<file path="config.mk">
export PLATFORM = sky130hd
export DESIGN_NAME = mem_arbiter_flat
export DESIGN_NICKNAME = d
export VERILOG_FILES = /design/src/rtl/mem_arbiter_if.sv /design/src/rtl/mem_arbiter.sv /design/src/flat_wrapper.sv
export SDC_FILE = /design/constraint.sdc
export NUM_CORES = 1
export LEC_CHECK = 0
export ABC_AREA = 1
export CORE_UTILIZATION = 28
export CTS_CLUSTER_SIZE = 12
export DETAILED_ROUTE_END_ITERATION = 7
export PLACE_DENSITY_LB_ADDON = 0.25
export SLEW_MARGIN = 20
export SYNTH_ARGS = -nofsm -noshare
export SYNTH_HDL_FRONTEND = slang
export SYNTH_SLANG_ARGS = --single-unit
</file>
<file path="constraint.sdc">
create_clock -name clk -period 1.6 [get_ports clk]
set_clock_uncertainty 0.1 [all_clocks]
set_input_delay 0.24 -clock clk [delete_from_list [all_inputs] [get_ports clk]]
set_output_delay 0.24 -clock clk [all_outputs]
set_load 0.05 [all_outputs]
</file>
<file path="src/rtl/mem_arbiter_if.sv">
// Requester-side and memory-side bus of the shared data-memory arbiter.
interface mem_arbiter_if #(
    parameter int unsigned N_REQ = 4
);
    localparam int unsigned DATA_W = 16;
    localparam int unsigned ADDR_W = 16;

    // Requester side
    logic [N_REQ-1:0]             req;
    logic [N_REQ-1:0]             we;
    logic [N_REQ-1:0][ADDR_W-1:0] addr;
    logic [N_REQ-1:0][DATA_W-1:0] wdata;
    logic [N_REQ-1:0]             gnt;
    logic [N_REQ-1:0]             rvalid;
    logic [DATA_W-1:0]            rdata;

    // Memory side
    logic                         mem_read;
    logic                         mem_write;
    logic [ADDR_W-1:0]            mem_addr;
    logic [DATA_W-1:0]            mem_d_in;
    logic [DATA_W-1:0]            mem_d_out;

    // Arbiter view
    modport slave (
        input  req, we, addr, wdata, mem_d_out,
        output gnt, rvalid, rdata, mem_read, mem_write, mem_addr, mem_d_in
    );

    // Requester / memory-model view
    modport master (
        output req, we, addr, wdata, mem_d_out,
        input  gnt, rvalid, rdata, mem_read, mem_write, mem_addr, mem_d_in
    );
endinterface

</file>
<file path="src/rtl/mem_arbiter.sv">
// Round-robin arbiter granting N_REQ requesters bursts of single-cycle
// accesses to one data memory with a fixed one-cycle read latency.
module mem_arbiter #(
    parameter int unsigned N_REQ     = 4,
    parameter int unsigned MAX_BURST = 8
) (
    input  logic         clk,
    input  logic         reset,
    mem_arbiter_if.slave bus
);
    localparam int unsigned IDX_W = (N_REQ > 1) ? $clog2(N_REQ) : 1;
    localparam int unsigned CNT_W = 8;
    localparam logic [CNT_W-1:0] BURST_MAX = CNT_W'(MAX_BURST);
    localparam logic [IDX_W-1:0] LAST_IDX  = IDX_W'(N_REQ - 1);

    typedef enum logic {
        IDLE = 1'b0,
        BUSY = 1'b1
    } state_t;

    state_t             state_q, state_n;
    logic [IDX_W-1:0]   owner_q, owner_n;
    logic [IDX_W-1:0]   last_owner_q, last_owner_n;
    logic [CNT_W-1:0]   burst_q, burst_n, burst_inc;
    logic [N_REQ-1:0]   gnt_q, gnt_n;
    logic [N_REQ-1:0]   rvalid_q, rvalid_n;
    logic [N_REQ-1:0]   others;
    logic [IDX_W-1:0]   pick, cand;
    logic               pick_valid;
    logic               issue;

    function automatic logic [N_REQ-1:0] onehot(input logic [IDX_W-1:0] idx);
        logic [N_REQ-1:0] v;
        v      = '0;
        v[idx] = 1'b1;
        return v;
    endfunction

    // Round-robin search: first requester after last_owner, wrapping.
    always_comb begin
        pick       = '0;
        cand       = '0;
        pick_valid = 1'b0;
        for (int unsigned k = 1; k <= N_REQ; k++) begin
            cand = IDX_W'((32'(last_owner_q) + k) % N_REQ);
            if (!pick_valid && bus.req[cand]) begin
                pick       = cand;
                pick_valid = 1'b1;
            end
        end
    end

    // Memory-side mux: only the owner's fields can reach the memory bus.
    always_comb begin
        issue         = !reset && (state_q == BUSY) && bus.req[owner_q];
        bus.mem_read  = 1'b0;
        bus.mem_write = 1'b0;
        bus.mem_addr  = '0;
        bus.mem_d_in  = '0;
        if (issue) begin
            bus.mem_read  = !bus.we[owner_q];
            bus.mem_write = bus.we[owner_q];
            bus.mem_addr  = bus.addr[owner_q];
            bus.mem_d_in  = bus.wdata[owner_q];
        end
    end

    // Next-state logic: grant, burst accounting and release decisions.
    always_comb begin
        state_n      = state_q;
        owner_n      = owner_q;
        last_owner_n = last_owner_q;
        burst_n      = burst_q;
        gnt_n        = gnt_q;
        rvalid_n     = '0;
        others       = bus.req & ~onehot(owner_q);
        burst_inc    = (burst_q >= BURST_MAX) ? BURST_MAX : burst_q + 8'd1;

        if (issue && !bus.we[owner_q]) begin
            rvalid_n = onehot(owner_q);
        end

        case (state_q)
            IDLE: begin
                gnt_n = '0;
                if (pick_valid) begin
                    state_n = BUSY;
                    owner_n = pick;
                    gnt_n   = onehot(pick);
                    burst_n = '0;
                end
            end
            BUSY: begin
                if (!bus.req[owner_q]) begin
                    // Owner finished: release with a one-cycle bubble.
                    state_n      = IDLE;
                    gnt_n        = '0;
                    last_owner_n = owner_q;
                    burst_n      = '0;
                end else if (burst_inc == BURST_MAX) begin
                    burst_n = '0;
                    if (|others) begin
                        // Burst limit hit while someone waits: forced release.
                        state_n      = IDLE;
                        gnt_n        = '0;
                        last_owner_n = owner_q;
                    end
                end else begin
                    burst_n = burst_inc;
                end
            end
            default: begin
                state_n = IDLE;
                gnt_n   = '0;
            end
        endcase
    end

    // State register with asynchronous reset.
    always_ff @(posedge clk or posedge reset) begin
        if (reset) begin
            state_q      <= IDLE;
            owner_q      <= '0;
            last_owner_q <= LAST_IDX;
            burst_q      <= '0;
            gnt_q        <= '0;
            rvalid_q     <= '0;
        end else begin
            state_q      <= state_n;
            owner_q      <= owner_n;
            last_owner_q <= last_owner_n;
            burst_q      <= burst_n;
            gnt_q        <= gnt_n;
            rvalid_q     <= rvalid_n;
        end
    end

    // Registered grant/strobe; read data is the memory's one-cycle-late output.
    assign bus.gnt    = gnt_q;
    assign bus.rvalid = rvalid_q;
    assign bus.rdata  = bus.mem_d_out;

    // Structural invariants of the grant and memory strobes.
    a_gnt_onehot : assert property (@(posedge clk) disable iff (reset) $onehot0(gnt_q));
    a_rw_excl    : assert property (@(posedge clk) disable iff (reset) !(bus.mem_read && bus.mem_write));

endmodule

</file>
<file path="src/flat_wrapper.sv">
// flat-port wrapper written by rule: the top's interface ports become plain ports
module mem_arbiter_flat 
#(
    parameter int unsigned N_REQ     = 4,
    parameter int unsigned MAX_BURST = 8
)
  (clk, reset, bus_req, bus_we, bus_addr, bus_wdata, bus_mem_d_out, bus_gnt, bus_rvalid, bus_rdata, bus_mem_read, bus_mem_write, bus_mem_addr, bus_mem_d_in);
  mem_arbiter_if #(.N_REQ(N_REQ)) bus_i ();
  input  logic clk;
  input  logic reset;
  input wire logic [$bits(bus_i.req)-1:0] bus_req;
  input wire logic [$bits(bus_i.we)-1:0] bus_we;
  input wire logic [$bits(bus_i.addr)-1:0] bus_addr;
  input wire logic [$bits(bus_i.wdata)-1:0] bus_wdata;
  input wire logic [$bits(bus_i.mem_d_out)-1:0] bus_mem_d_out;
  output wire logic [$bits(bus_i.gnt)-1:0] bus_gnt;
  output wire logic [$bits(bus_i.rvalid)-1:0] bus_rvalid;
  output wire logic [$bits(bus_i.rdata)-1:0] bus_rdata;
  output wire logic [$bits(bus_i.mem_read)-1:0] bus_mem_read;
  output wire logic [$bits(bus_i.mem_write)-1:0] bus_mem_write;
  output wire logic [$bits(bus_i.mem_addr)-1:0] bus_mem_addr;
  output wire logic [$bits(bus_i.mem_d_in)-1:0] bus_mem_d_in;
  assign bus_i.req = bus_req;
  assign bus_i.we = bus_we;
  assign bus_i.addr = bus_addr;
  assign bus_i.wdata = bus_wdata;
  assign bus_i.mem_d_out = bus_mem_d_out;
  assign bus_gnt = bus_i.gnt;
  assign bus_rvalid = bus_i.rvalid;
  assign bus_rdata = bus_i.rdata;
  assign bus_mem_read = bus_i.mem_read;
  assign bus_mem_write = bus_i.mem_write;
  assign bus_mem_addr = bus_i.mem_addr;
  assign bus_mem_d_in = bus_i.mem_d_in;
  mem_arbiter #(.N_REQ(N_REQ), .MAX_BURST(MAX_BURST)) u_core (.clk(clk), .reset(reset), .bus(bus_i));
endmodule
</file>
; Yosys cells after proc, flatten, opt, wreduce, memory -nomap -nowiden
; Index checks and enable logic that the tools add are counted.
[totals]
regBits = 21
in_bits = 154
out_inout_bits = 58
elab_cells = 97
[classes]
add_sub_neg = 5
magnitude_cmp = 9
n_eq_ne = 6
muxes = 51
bitwise_logic = 3
n_reduce_logical = 17
[op_table]
columns = cell, n
row1 = 16-bit binary-select mux with 2-bit select, 2
row2 = 16-bit 2-to-1 mux, 4
row3 = 8-bit 2-to-1 mux, 4
row4 = 4-bit 2-to-1 mux, 5
row5 = "2-bit by 3-bit < comparator with 1-bit output, second input constant", 6
row6 = 1-bit 2-to-1 mux, 18
row7 = 8-bit one-hot mux with 2 select lines, 1
row8 = 2-bit 2-to-1 mux, 7
row9 = 1-bit binary-select mux with 2-bit select, 6
row10 = "8-bit by 1-bit adder with 8-bit output, second input constant", 1
row11 = "8-bit by 4-bit equality test with 1-bit output, second input constant", 1
row12 = "8-bit by 4-bit >= comparator with 1-bit output, second input constant", 1
row13 = 1-bit logical AND, 8
row14 = 4-bit one-hot mux with 2 select lines, 1
row15 = "3-bit != test, second input constant", 2
row16 = 1-bit logical NOT, 5
row17 = "2-bit by 1-bit adder with 2-bit output, second input constant", 2
row18 = "2-bit adder, second input constant", 2
row19 = 4-bit AND, 1
row20 = 1-bit demux with 2-bit select, 2
row21 = "2-bit by 1-bit >= comparator with 1-bit output, second input constant", 2
row22 = "2-bit != test, second input constant", 2
row23 = 4-bit inverter, 1
row24 = 2-bit AND reduction, 2
row25 = other kinds (5), 5

; Longest topological paths before layout
; Gate-level depths: netlist of run 1.
[depth]
ltp_word = 19
mapped_depth = 13
depth_no_buf = 12

; Least setup slack after synthesis of run 1
; Ideal clock, no wire load.
[synth_path]
path_type = register to output
start = register u_core.owner_q[1]
end = output port bus_mem_d_in[0]
arrival_ns = 1.931
required_ns = 1.260
path_slack_ns = -0.671
stages_incl_launch_ff = 9
n_path_buf = 2
cell_sequence = dfrtp_1 buf_2 nor2_4 nand2_2 o2111ai_2 and2_4 nand2_4 buf_6 nor2_1
[synth_via]
elab_chain_cells = 4
elab_cells_between_ends = 6
classes_between = 5 x mux / 1 x reduce/logical
[synth_lines]
columns = element, line_no
row1 = "start, declared", mem_arbiter.sv:22  ; logic [IDX_W-1:0] owner_q, owner_n;
row2 = "start signal, assigned", mem_arbiter.sv:130  ; owner_q <= owner_n;
row3 = 1-bit binary-select mux with 2-bit select, mem_arbiter.sv:55  ; issue = !reset && (state_q == BUSY) && bus.req[owner_q];
row4 = 1-bit 2-to-1 mux (not written as such), mem_arbiter.sv:55
row5 = 1-bit logical AND, mem_arbiter.sv:55
row6 = 16-bit 2-to-1 mux (*), mem_arbiter.sv:60  ; if (issue) begin
row7 = "end, declared", flat_wrapper.sv:22  ; output wire logic [$bits(bus_i.mem_d_in)-1:0] bus_mem_d_in;
; Mark *: on every way between the ends. The rest lies on a longest branch, timed or not. The select of a mux whose other input is x is not followed.

; Worst setup path in the final report of run 1
[layout_path]
start = register u_core.owner_q[0]
end = output port bus_mem_addr[14]
[layout_via]
elab_chain_cells = 4
elab_cells_between_ends = 6
classes_between = 5 x mux / 1 x reduce/logical
[layout_lines]
columns = element, line_no
row1 = 1-bit binary-select mux with 2-bit select, mem_arbiter.sv:55
row2 = 1-bit 2-to-1 mux (not written as such), mem_arbiter.sv:55
row3 = 1-bit logical AND, mem_arbiter.sv:55
row4 = 16-bit 2-to-1 mux (*), mem_arbiter.sv:60
row5 = "end, declared", flat_wrapper.sv:21  ; output wire logic [$bits(bus_i.mem_addr)-1:0] bus_mem_addr;
; Marks and branches as above.

==> results of run 1 <==
-- cell usage in the layout, fill, tap and decap left out, types with 16 or more instances in the layout --
| cell type | n |
|---|---|
| a221oi_2 | 16 |
| a22o_1 | 17 |
| a22oi_1 | 19 |
| buf_12 | 44 |
| buf_4 | 52 |
| clkdlybuf4s50_1 | 136 |
| dfrtp_1 | 17 |
| inv_1 | 20 |
| nand2_1 | 34 |
| nand2_2 | 21 |
| nor2_4 | 25 |
-- flip-flops by register name, indices dropped and copies added (netlist names) --
name                 cells
u_core.bus.rvalid        4
u_core.last_owner_q      2
u_core.owner_q           2
u_core.burst_q           8
u_core.bus.gnt           4
u_core.state_q           1
-- final timing paths --
path | startpoint | endpoint | cells past startpoint
worst min-delay path | reset | u_core.bus.rvalid[1]$_DFF_PP0_ | 3
worst max-delay path | u_core.owner_q[0]$_DFFE_PP0P_ | bus_mem_addr[14] | 10
worst max register to register | u_core.last_owner_q[0]$_DFFE_PP1P_ | u_core.burst_q[2]$_DFFE_PP0P_ | 11
min in group clk | bus_mem_d_out[14] | bus_rdata[14] | 0
worst min register to register | u_core.burst_q[5]$_DFFE_PP0P_ | u_core.burst_q[5]$_DFFE_PP0P_ | 2
max in group asynchronous | reset | u_core.last_owner_q[1]$_DFFE_PP1P_ | 3
-- critical path, stage by stage, from the launching register on --
cell and delay, ns:
dfrtp_2 0.47, inv_4 0.11, nand2_4 0.07, inv_4 0.07
nand2_2 0.05, o2111ai_2 0.08, and2_4 0.21, nand2_8 0.09
clkbuf_16 0.19, a21oi_4 0.14, buf_12 0.15
-- metrics by stage --
step                cell area [um2]  hold slack, ns  worst slack, ns  std cells
CTS                            5430          0.3624          -0.5968        621
global placement               5045          0.3730          -0.5074        608
global route                   5710          0.3686          -0.7038        625
floorplan                      2497          0.1948          -0.3642        309
finish                         5710          0.3471          -0.6427        625
detailed placement             5045          0.3764          -0.5417        608
-- cells in the mapped netlist (all sizes together) --
cell and n:
a21boi 1, a21oi 16, a221oi 17, a22o 17, a22oi 31, and2 1, and3 1, buf 26
clkbuf 8, dfrtp 19, dfstp 2, ha 2, inv 30, nand2 65, nand3 20, nand3b 1
nand4 4, nor2 37, o2111ai 1, o21ai 8, o22ai 1, or2 1
-- repair_timing --
action,4_1_cts,5_1_grt
gates cloned,0,4
gates resized for setup,64,59
hold endpoints to repair,0,0
setup buffers,10,6
pin swaps,17,30
endpoints found under the setup margin,55,55
-- layer usage --
metal | up-vias | track usage [%] | wire, um
met1 | 1543 | 28.12 | 4376
met3 | 42 | 5.808 | 803
met5 | - | 0 | 0
met4 | 0 | 9.274 | 500
li1 | 1512 | - | -
met2 | 150 | 48.36 | 6444
-- logic make-up (layout without fill, tap and decap cells) --
logic type,Yosys count,in the layout,share of synthesized area [%]
DFF,21,21,24.03
adders and majority gates,2,2,1.139
AOI/OAI and AO/OA,92,92,32.97
buffers and inverters,64,281,15.49
and+or+nand+nor,130,130,26.37
-- layout make-up --
| cell class | count | area (um2) |
|---|---|---|
| Timing Repair Buffer | 247 | 2864 |
| Multi-Input combinational cell | 224 | 2007 |
| Fill cell | 452 | 1698 |
| Sequential cell | 21 | 530.5 |
| Inverter | 30 | 138.9 |
| Tap cell | 99 | 123.9 |
| Clock buffer | 3 | 41.29 |
| Clock inverter | 1 | 5.005 |
-- power by group --
| group | total, W | leakage [nW] | internal, W | switching [W] |
|---|---|---|---|---|
| registers | 0.000856 | 0.274 | 0.000678 | 0.000178 |
| clock network | 0.000344 | 0.0255 | 0.000173 | 0.000171 |
| logic | 0.00816 | 2.03 | 0.00378 | 0.00437 |
==> summary.txt, run 1 <==
Worst hold path
  – Hold Path Class: in2async

Logic synthesis
  – Top post-synthesis cells by area: dfrtp_1 22%, a22oi_1 11%, nand2_1 11%
  – Post-synthesis sequential area ratio: between 20% and 30%
  – Syn nets: 465
  – Yosys reg bits: 21
  – YS warnings: 0
  – Synth cell types: 32
  – Syn Inst Count: 309
  – Dominant cell type by area after synthesis: dfrtp_1
  – Synth top area share: 21.64%
  – Mapped Area: 2197 um2
  – Mapped Avg Cell Area: between 7 and 8 um2

Global route
  – Gr ovfl total: 0
  – Largest net degree at the start of global routing: 23
  – First-pass GRT wire length: 16910 um
  – Overall routing resource usage: approximately a quarter
  – Antenna violations before repair: 0
  – Vias in the first global route: 3312

Placement
  – GP Congestion: 0.8922
  – HPWL Detailed: around 8600 um
  – Port Buffers: 179

Power
  – Pwr dens: 1638 nW/um2
  – Total power: 0.009355 W
  – VDD IR max: around 820 uV
  – Leak Pwr: 2.325 nW

Setup path
  – Crit path capture type: primary output
  – Worst EP required: 1.26 ns
  – FF-to-FF setup slack: -0.27 ns
  – CP max FO: 6
  – CP Launch Type: register
  – Crit path DAT: 1.90 ns
  – Crit Path Category: reg2out

Final layout
  – Fin util: ~77%
  – Area delta synth->final: 159.9%
  – Nets: approximately 700
  – N_diodes: 0
  – Layout cells sized above 1: roughly 47%

Clock tree
  – Sink Count: 21
  – Hold buffers post-CTS: 0
  – Clock transition at the registers of the reported paths: 0.08 ns
  – Root Buffer: clkbuf_8
  – Clk buf depth: 2
  – CTS Buf Count: 3
  – Clock Latency Late Sink: between 0.2 and 0.3 ns
  – TritonCTS clock tree: yes
  – H-Tree Depth: 1

Timing
  – Setup violators final: 55
  – Fmax: 445.9 MHz
  – Final Hold Viols: 0
  – Setup slack after layout: -0.6427 ns
  – Worst slew pin tran: 0.4093 ns
  – TNS Setup: -25.28 ns
  – Crit path time final: 2.243 ns
  – Final Cycle Share: 140.2%
  – Worst slew margin: 72.71%
  – Pins Over Slew Limit: 0
  – RSZ-0062 raised after global routing: true

Routing
  – ANT nets after route: 0
  – Post-Route WL: between 10000 and 15000 um
  – DRC Markers: 0
  – Post-DR vias/cell: 5.195
  – Initial DRC Count: 99
  – DR vias: 3247
  – First-pass iteration count of the detailed router: 4
  – DR WL/cell: approximately 19 um

Run
  – # Max-Cap Violations: 0

Floorplanning
  – Die Area: 8205 um2
  – Starting density of the core: just under 30%
  – Core box area: ~7400 um2
  – FP Rows: 31
  – Die Wd: 90.58 um
  – Ports placed on the boundary: roughly 210
  – Die height: around 90 um

Status
  – Status: finished with violations
  – Failing checks: negative setup slack
No activity file was read; power rests on OpenSTA's default activity.
==> run 2, diff against run 1 <==
CTS_CLUSTER_DIAMETER = 50   (was not set)
==> results of run 2 <==
No change in the layout: final DEF, timing and power equal those of run 1.
